===== config.mk =====
export PLATFORM = sky130hd
export DESIGN_NAME = aes_msg_feeder_flat
export DESIGN_NICKNAME = d
export VERILOG_FILES = /design/src/rtl/aes_msg_feeder_pkg.sv /design/src/rtl/aes_msg_feeder_if.sv /design/src/rtl/aes_msg_feeder_msg_byte_buffer.sv /design/src/rtl/aes_msg_feeder.sv /design/src/flat_wrapper.sv
export SDC_FILE = /design/constraint.sdc
export NUM_CORES = 1
export LEC_CHECK = 0
export ABC_AREA = 1
export CORE_ASPECT_RATIO = 1.1
export CORE_MARGIN = 1.5
export CORE_UTILIZATION = 55
export CTS_CLUSTER_SIZE = 16
export DETAILED_ROUTE_END_ITERATION = 10
export MAX_ROUTING_LAYER = met4
export PLACE_DENSITY = 0.71
export SLEW_MARGIN = 20
export SYNTH_ARGS = -nofsm -noshare
export SYNTH_HDL_FRONTEND = slang
export SYNTH_HIERARCHICAL = 1
export SYNTH_SLANG_ARGS = --single-unit

===== constraint.sdc =====
create_clock -name clk -period 2.8 [get_ports clk]
set_input_delay 0.28 -clock clk [delete_from_list [all_inputs] [get_ports clk]]
set_output_delay 0.28 -clock clk [all_outputs]
set_load 0.02 [all_outputs]

===== src/rtl/aes_msg_feeder_pkg.sv =====
// Shared definitions for the AES byte-stream front end: byte width, default
// message capacity and the feeder state encoding.
package aes_stream_pkg;

    localparam int AES_BYTE_W     = 8;
    localparam int FEEDER_MAX_LEN = 64;

    typedef enum logic [1:0] {
        IDLE   = 2'd0,
        LOAD   = 2'd1,
        START  = 2'd2,
        STREAM = 2'd3
    } feeder_state_t;

    // A header is usable only if it carries at least one byte and fits the buffer.
    function automatic logic hdr_len_ok(input int unsigned len, input int unsigned max_len);
        return (len != 32'd0) && (len <= max_len);
    endfunction

endpackage


===== src/rtl/aes_msg_feeder_if.sv =====
// Header and payload handshakes plus the cipher-facing stream, bundled so the
// producer (master) and the feeder (slave) share one port list.
interface aes_msg_feeder_if
    import aes_stream_pkg::*;
#(
    parameter int LEN_W = $clog2(FEEDER_MAX_LEN + 1)
);

    logic                  hdr_valid;
    logic                  hdr_ready;
    logic [AES_BYTE_W-1:0] hdr_key;
    logic [LEN_W-1:0]      hdr_len;

    logic                  s_valid;
    logic                  s_ready;
    logic [AES_BYTE_W-1:0] s_data;

    logic                  new_message;
    logic [AES_BYTE_W-1:0] key;
    logic                  valid_in;
    logic [AES_BYTE_W-1:0] data_in;
    logic                  busy;
    logic                  err;

    modport master (
        output hdr_valid, hdr_key, hdr_len, s_valid, s_data,
        input  hdr_ready, s_ready, new_message, key, valid_in, data_in, busy, err
    );

    modport slave (
        input  hdr_valid, hdr_key, hdr_len, s_valid, s_data,
        output hdr_ready, s_ready, new_message, key, valid_in, data_in, busy, err
    );

endinterface


===== src/rtl/aes_msg_feeder_msg_byte_buffer.sv =====
// Message payload store: synchronous write, combinational read. Contents are
// deliberately not reset; every byte is rewritten before it is streamed.
module msg_byte_buffer
    import aes_stream_pkg::*;
#(
    parameter int DEPTH  = FEEDER_MAX_LEN,
    parameter int ADDR_W = (DEPTH > 1) ? $clog2(DEPTH) : 1
) (
    input  logic                  clk,
    input  logic                  we,
    input  logic [ADDR_W-1:0]     waddr,
    input  logic [AES_BYTE_W-1:0] wdata,
    input  logic [ADDR_W-1:0]     raddr,
    output logic [AES_BYTE_W-1:0] rdata
);

    logic [AES_BYTE_W-1:0] mem_q [DEPTH];

    // Payload write port
    always_ff @(posedge clk) begin
        if (we) begin
            mem_q[waddr] <= wdata;
        end
    end

    assign rdata = mem_q[raddr];

endmodule


===== src/rtl/aes_msg_feeder.sv =====
// Buffers a whole message, then emits a one-cycle start pulse followed by a
// gap-free byte burst so the cipher keystream never falls out of step.
module aes_msg_feeder
    import aes_stream_pkg::*;
#(
    parameter int MAX_LEN = FEEDER_MAX_LEN,
    parameter int LEN_W   = $clog2(MAX_LEN + 1)
) (
    input  logic            clk,
    input  logic            reset,
    aes_msg_feeder_if.slave bus
);

    localparam int ADDR_W = (MAX_LEN > 1) ? $clog2(MAX_LEN) : 1;

    feeder_state_t         state_q, state_d;
    logic [LEN_W-1:0]      wr_ptr_q, wr_ptr_d;
    logic [LEN_W-1:0]      rd_ptr_q, rd_ptr_d;
    logic [LEN_W-1:0]      len_q, len_d;
    logic [AES_BYTE_W-1:0] lkey_q, lkey_d;

    logic                  hdr_ready_q, hdr_ready_d;
    logic                  s_ready_q, s_ready_d;
    logic                  new_msg_q, new_msg_d;
    logic [AES_BYTE_W-1:0] key_q, key_d;
    logic                  valid_q, valid_d;
    logic [AES_BYTE_W-1:0] data_q, data_d;
    logic                  busy_q, busy_d;
    logic                  err_q, err_d;

    logic                  hdr_fire_s;
    logic                  s_fire_s;
    logic                  buf_we_s;
    logic [AES_BYTE_W-1:0] buf_rdata_s;

    // Ready outputs are registered, so a handshake is qualified by what the
    // producer actually saw this cycle.
    assign hdr_fire_s = bus.hdr_valid & hdr_ready_q;
    assign s_fire_s   = bus.s_valid & s_ready_q;

    msg_byte_buffer #(
        .DEPTH  (MAX_LEN),
        .ADDR_W (ADDR_W)
    ) u_buf (
        .clk   (clk),
        .we    (buf_we_s),
        .waddr (wr_ptr_q[ADDR_W-1:0]),
        .wdata (bus.s_data),
        .raddr (rd_ptr_q[ADDR_W-1:0]),
        .rdata (buf_rdata_s)
    );

    // Next-state, pointer and output-register decode
    always_comb begin
        state_d   = state_q;
        wr_ptr_d  = wr_ptr_q;
        rd_ptr_d  = rd_ptr_q;
        len_d     = len_q;
        lkey_d    = lkey_q;
        buf_we_s  = 1'b0;
        new_msg_d = 1'b0;
        key_d     = key_q;
        valid_d   = 1'b0;
        data_d    = {AES_BYTE_W{1'b0}};
        err_d     = 1'b0;

        case (state_q)
            IDLE: begin
                if (hdr_fire_s) begin
                    lkey_d   = bus.hdr_key;
                    len_d    = bus.hdr_len;
                    wr_ptr_d = {LEN_W{1'b0}};
                    rd_ptr_d = {LEN_W{1'b0}};
                    if (hdr_len_ok(32'(bus.hdr_len), 32'(MAX_LEN))) begin
                        state_d = LOAD;
                    end else begin
                        err_d = 1'b1;
                    end
                end else begin
                    state_d = IDLE;
                end
            end
            LOAD: begin
                if (s_fire_s) begin
                    buf_we_s = 1'b1;
                    wr_ptr_d = wr_ptr_q + LEN_W'(1);
                    if (wr_ptr_q == (len_q - LEN_W'(1))) begin
                        state_d   = START;
                        new_msg_d = 1'b1;
                        key_d     = lkey_q;
                    end else begin
                        state_d = LOAD;
                    end
                end else begin
                    state_d = LOAD;
                end
            end
            START: begin
                // The pulse cycle preloads byte 0 so the burst starts right after it.
                state_d  = STREAM;
                valid_d  = 1'b1;
                data_d   = buf_rdata_s;
                rd_ptr_d = rd_ptr_q + LEN_W'(1);
            end
            STREAM: begin
                if (rd_ptr_q == len_q) begin
                    state_d = IDLE;
                end else begin
                    valid_d  = 1'b1;
                    data_d   = buf_rdata_s;
                    rd_ptr_d = rd_ptr_q + LEN_W'(1);
                end
            end
            default: begin
                state_d = IDLE;
            end
        endcase

        hdr_ready_d = (state_d == IDLE);
        s_ready_d   = (state_d == LOAD);
        busy_d      = (state_d != IDLE);
    end

    // State, pointers and every externally visible output
    always_ff @(posedge clk or posedge reset) begin
        if (reset) begin
            state_q     <= IDLE;
            wr_ptr_q    <= {LEN_W{1'b0}};
            rd_ptr_q    <= {LEN_W{1'b0}};
            len_q       <= {LEN_W{1'b0}};
            lkey_q      <= {AES_BYTE_W{1'b0}};
            hdr_ready_q <= 1'b0;
            s_ready_q   <= 1'b0;
            new_msg_q   <= 1'b0;
            key_q       <= {AES_BYTE_W{1'b0}};
            valid_q     <= 1'b0;
            data_q      <= {AES_BYTE_W{1'b0}};
            busy_q      <= 1'b0;
            err_q       <= 1'b0;
        end else begin
            state_q     <= state_d;
            wr_ptr_q    <= wr_ptr_d;
            rd_ptr_q    <= rd_ptr_d;
            len_q       <= len_d;
            lkey_q      <= lkey_d;
            hdr_ready_q <= hdr_ready_d;
            s_ready_q   <= s_ready_d;
            new_msg_q   <= new_msg_d;
            key_q       <= key_d;
            valid_q     <= valid_d;
            data_q      <= data_d;
            busy_q      <= busy_d;
            err_q       <= err_d;
        end
    end

    assign bus.hdr_ready   = hdr_ready_q;
    assign bus.s_ready     = s_ready_q;
    assign bus.new_message = new_msg_q;
    assign bus.key         = key_q;
    assign bus.valid_in    = valid_q;
    assign bus.data_in     = data_q;
    assign bus.busy        = busy_q;
    assign bus.err         = err_q;

endmodule


===== src/flat_wrapper.sv =====
// flat-port wrapper written by rule: the top's interface ports become plain ports
module aes_msg_feeder_flat import aes_stream_pkg::*;
#(
    parameter int MAX_LEN = FEEDER_MAX_LEN,
    parameter int LEN_W   = $clog2(MAX_LEN + 1)
)
  (clk, reset, bus_hdr_valid, bus_hdr_key, bus_hdr_len, bus_s_valid, bus_s_data, bus_hdr_ready, bus_s_ready, bus_new_message, bus_key, bus_valid_in, bus_data_in, bus_busy, bus_err);
  aes_msg_feeder_if #(.LEN_W(LEN_W)) bus_i ();
  input  logic clk;
  input  logic reset;
  input wire logic [$bits(bus_i.hdr_valid)-1:0] bus_hdr_valid;
  input wire logic [$bits(bus_i.hdr_key)-1:0] bus_hdr_key;
  input wire logic [$bits(bus_i.hdr_len)-1:0] bus_hdr_len;
  input wire logic [$bits(bus_i.s_valid)-1:0] bus_s_valid;
  input wire logic [$bits(bus_i.s_data)-1:0] bus_s_data;
  output wire logic [$bits(bus_i.hdr_ready)-1:0] bus_hdr_ready;
  output wire logic [$bits(bus_i.s_ready)-1:0] bus_s_ready;
  output wire logic [$bits(bus_i.new_message)-1:0] bus_new_message;
  output wire logic [$bits(bus_i.key)-1:0] bus_key;
  output wire logic [$bits(bus_i.valid_in)-1:0] bus_valid_in;
  output wire logic [$bits(bus_i.data_in)-1:0] bus_data_in;
  output wire logic [$bits(bus_i.busy)-1:0] bus_busy;
  output wire logic [$bits(bus_i.err)-1:0] bus_err;
  assign bus_i.hdr_valid = bus_hdr_valid;
  assign bus_i.hdr_key = bus_hdr_key;
  assign bus_i.hdr_len = bus_hdr_len;
  assign bus_i.s_valid = bus_s_valid;
  assign bus_i.s_data = bus_s_data;
  assign bus_hdr_ready = bus_i.hdr_ready;
  assign bus_s_ready = bus_i.s_ready;
  assign bus_new_message = bus_i.new_message;
  assign bus_key = bus_i.key;
  assign bus_valid_in = bus_i.valid_in;
  assign bus_data_in = bus_i.data_in;
  assign bus_busy = bus_i.busy;
  assign bus_err = bus_i.err;
  aes_msg_feeder #(.MAX_LEN(MAX_LEN), .LEN_W(LEN_W)) u_core (.clk(clk), .reset(reset), .bus(bus_i));
endmodule

==> flow_summary_export.csv <==
group,metric,value,unit
outcome,status,"finished, final reports clean",
clock_tree,cts_resized,0,
detailed_routing,drtPass1Iterations,6,
floorplan,dieArea,44600,um2
logic_synthesis,syn_area_per_cell,11.2,um2
timing,tns,0,ps
setup_path,cp-start-kind,"register",
clock_tree,clock-sinks,565,
global_routing,grt_first_pass_wirelength,89.4,mm
global_routing,grt_start_max_net_pins,145,
placed_design,hpwl,35.9,mm
timing,rsz0062_at_grt,"false",
timing,drv_slew,0,
clock_tree,ctsHoldBuffers,0,
setup_path,slowest_stage,"dfrtp_1",
logic_synthesis,synth.area.top_cells,"edfxtp_1, nand2_1, nand3_1",
detailed_routing,viasPerCell,5.72,
setup_path,cp_cell_sequence,"nor2_8 > nand2_2 > inv_1 > nand4_1 > buf_4 > nor2_1",
setup_path,cpPeakStageDelay,540,ps
logic_synthesis,synthCells,2119,
detailed_routing,drc,0,
timing,final.min_clock_period,2450,ps
detailed_routing,vias,16032,
timing,worstMarginPinSlew,732,ps
clock_tree,clk_latency,610,ps
logic_synthesis,synth_common_cells,"nand2_1, edfxtp_1, nand3_1",
clock_tree,root_buffer,"clkbuf_16",
clock_tree,htree_levels,2,
floorplan,fp.dieH,221,um
final_layout,multi_input_comb_area,6030,um2
global_routing,overflow,0,
logic_synthesis,yosysTopAreaCellShare,0.646,
timing,hold_viol,0,
final_layout,drive_gt1_frac,0.0992,
power,max-vdd-ir-drop,0.724,mV
timing,setup_viol_count_final,0,
detailed_routing,drt-initial-drc-count,1522,
clock_tree,tritoncts,"yes",
job,cap_violations,0,
timing,fin_skew,18.4,ps
timing,fmax,408,MHz
final_layout,fillers,3281,
placed_design,port_buffers,48,
detailed_routing,wl_per_cell,20.6,um
detailed_routing,drt_wl_total,57.8,mm
clock_tree,cts_setup_buffers,0,
global_routing,antenna_found_initial,0,
floorplan,start_util,0.560,
placed_design,routabilityCongestion,0.938,
logic_synthesis,syn_area,23800,um2
power,power_density,644,nW/um2
final_layout,area_growth,13.3,%
logic_synthesis,synth-async-reset-ratio,0.0938,
global_routing,track_usage,0.272,
logic_synthesis,ys_seq_area_frac,0.701,
timing,post-route-period-util,0.875,
clock_tree,clk_pin_slew,70,ps
logic_synthesis,synth.largest_area_cell,"edfxtp_1",
final_layout,nets,2226,
floorplan,die_w,201,um
floorplan,fp-row-count,79,
logic_synthesis,dominantRegCellSynth,"edfxtp_1",
power,p_leak,10.1,nW
logic_synthesis,synth-seq-cells,565,
logic_synthesis,synthDistinctLibCells,36,
clock_tree,numCtsBuffers,54,
final_layout,final_core_util,0.635,
logic_synthesis,synth_edf_count,512,
setup_path,arrival,2680,ps
final_layout,regArea,16700,um2
logic_synthesis,ys.warnings.count,6,
logic_synthesis,syn-num-nets,2149,
timing,relSlewSlack,0.512,
setup_path,crit_path_end_kind,"register",
floorplan,pin_count,49,
global_routing,grt_pass1_vias,15724,
floorplan,core,42500,um2
clock_tree,clockBufferDepth,3,
logic_synthesis,yosysMostFrequentCell,"nand2_1",
detailed_routing,ant_nets,0,
setup_path,crit_type,"reg2reg",
hold_path,worstHoldPathType,"in2async",
setup_path,crit_fanout,9,
final_layout,antenna_cells,0,
setup_path,required,3030,ps
## final timing paths
| path | cells past startpoint | from | slack (ps) | to |
|---|---|---|---|---|
| max in group asynchronous | 3 | reset | 2060 | u_core/bus.data_in[2] |
| hold reg to reg | 2 | u_core/lkey_q[3] | 470 | u_core/bus.key[3] |
| min in group clk | 1 | bus_s_data[5] | 90 | u_core/u_buf/mem_q[47][5] |
| setup reg to reg | 6 | u_core/state_q[1] | 350 | u_core/u_buf/mem_q[7][0] |
| hold / removal | 2 | reset | 60 | u_core/bus.key[3] |
| setup / recovery | 6 | u_core/state_q[1] | 350 | u_core/u_buf/mem_q[7][0] |
## layout make-up
| class | instances | share of cell area |
|---|---|---|
| clock buffers | 69 | 0.0571 |
| multi-input cells | 1377 | 0.224 |
| inverters | 56 | 0.00811 |
| well taps | 567 | 0.0263 |
| clock inverters | 29 | 0.0157 |
| repair buffers | 142 | 0.0499 |
| flip-flops and latches | 565 | 0.619 |
## worst max-delay path: cells and delay by family (launching register included)
| kind | cells | cell delay [ps] |
|---|---|---|
| flip-flops | 1 | 540 |
| buffers and inverters | 2 | 500 |
| AND/OR/NAND/NOR | 4 | 1040 |
## cell families after synthesis
kind of cell,synth area share
and+or+nand+nor,0.243
DFF,0.701
buffers and inverters,0.0454
AOI/OAI and AO/OA,0.00436
xor gates and xnor gates,0.00478
adders and majority gates,0.00158
## where the power goes
group          total (mW)  internal, mW  leakage (nW)  switching (mW)
clock                7.95          4.88         0.968            3.07
sequential           9.19          9.19          5.23               0
combinational       0.235        0.0525          3.94           0.182
total                17.4          14.1          10.1            3.25
## cells in the final DEF, fill, tap and decap left out, drive strengths merged, types with 16 or more instances in the layout
cell           netlist  layout
buf                103     102
clkbuf              18      69
clkdlybuf4s50        0      40
clkinv               1      16
dfrtp               53      53
edfxtp             512     512
inv                 55      56
nand2              767     767
nand3              457     457
nor2                86      86
## stage by stage
| step | std cells | setup slack [ps] | hold slack (ps) | cell area, um2 | power (mW) |
|---|---|---|---|---|---|
| global placement | 2707 | 242 | 454 | 25000 | 9.60 |
| detailed placement | 2707 | 254 | 465 | 25000 | 9.61 |
| CTS | 2805 | 379 | 63.0 | 27000 | 17.5 |
| finish | 2805 | 349 | 62.5 | 27000 | 17.4 |
| floorplan | 2119 | 264 | 379 | 23800 | 9.39 |
| global route | 2805 | 242 | 100 | 27000 | 17.8 |
## per-layer routing
metal / vias to the layer above / GRT usage / part of all wire
met2: 724 / 0.432 / 0.49
met4: 0 / 0.116 / 0.039
met3: 148 / 0.0489 / 0.086
li1: 7469 / - / -
met1: 7691 / 0.345 / 0.39
met5: - / - / 0
## flip-flops by register name, indices dropped and copies added (netlist names), 2 cells and up
| signal | cells |
|---|---|
| u_core/len_q | 7 |
| u_core/wr_ptr_q | 7 |
| u_core/rd_ptr_q | 7 |
| u_core/bus.data_in | 8 |
| u_core/lkey_q | 8 |
| u_core/state_q | 2 |
| u_core/bus.key | 8 |
| u_core/u_buf/mem_q | 512 |
(Power assumes the default switching activity.)
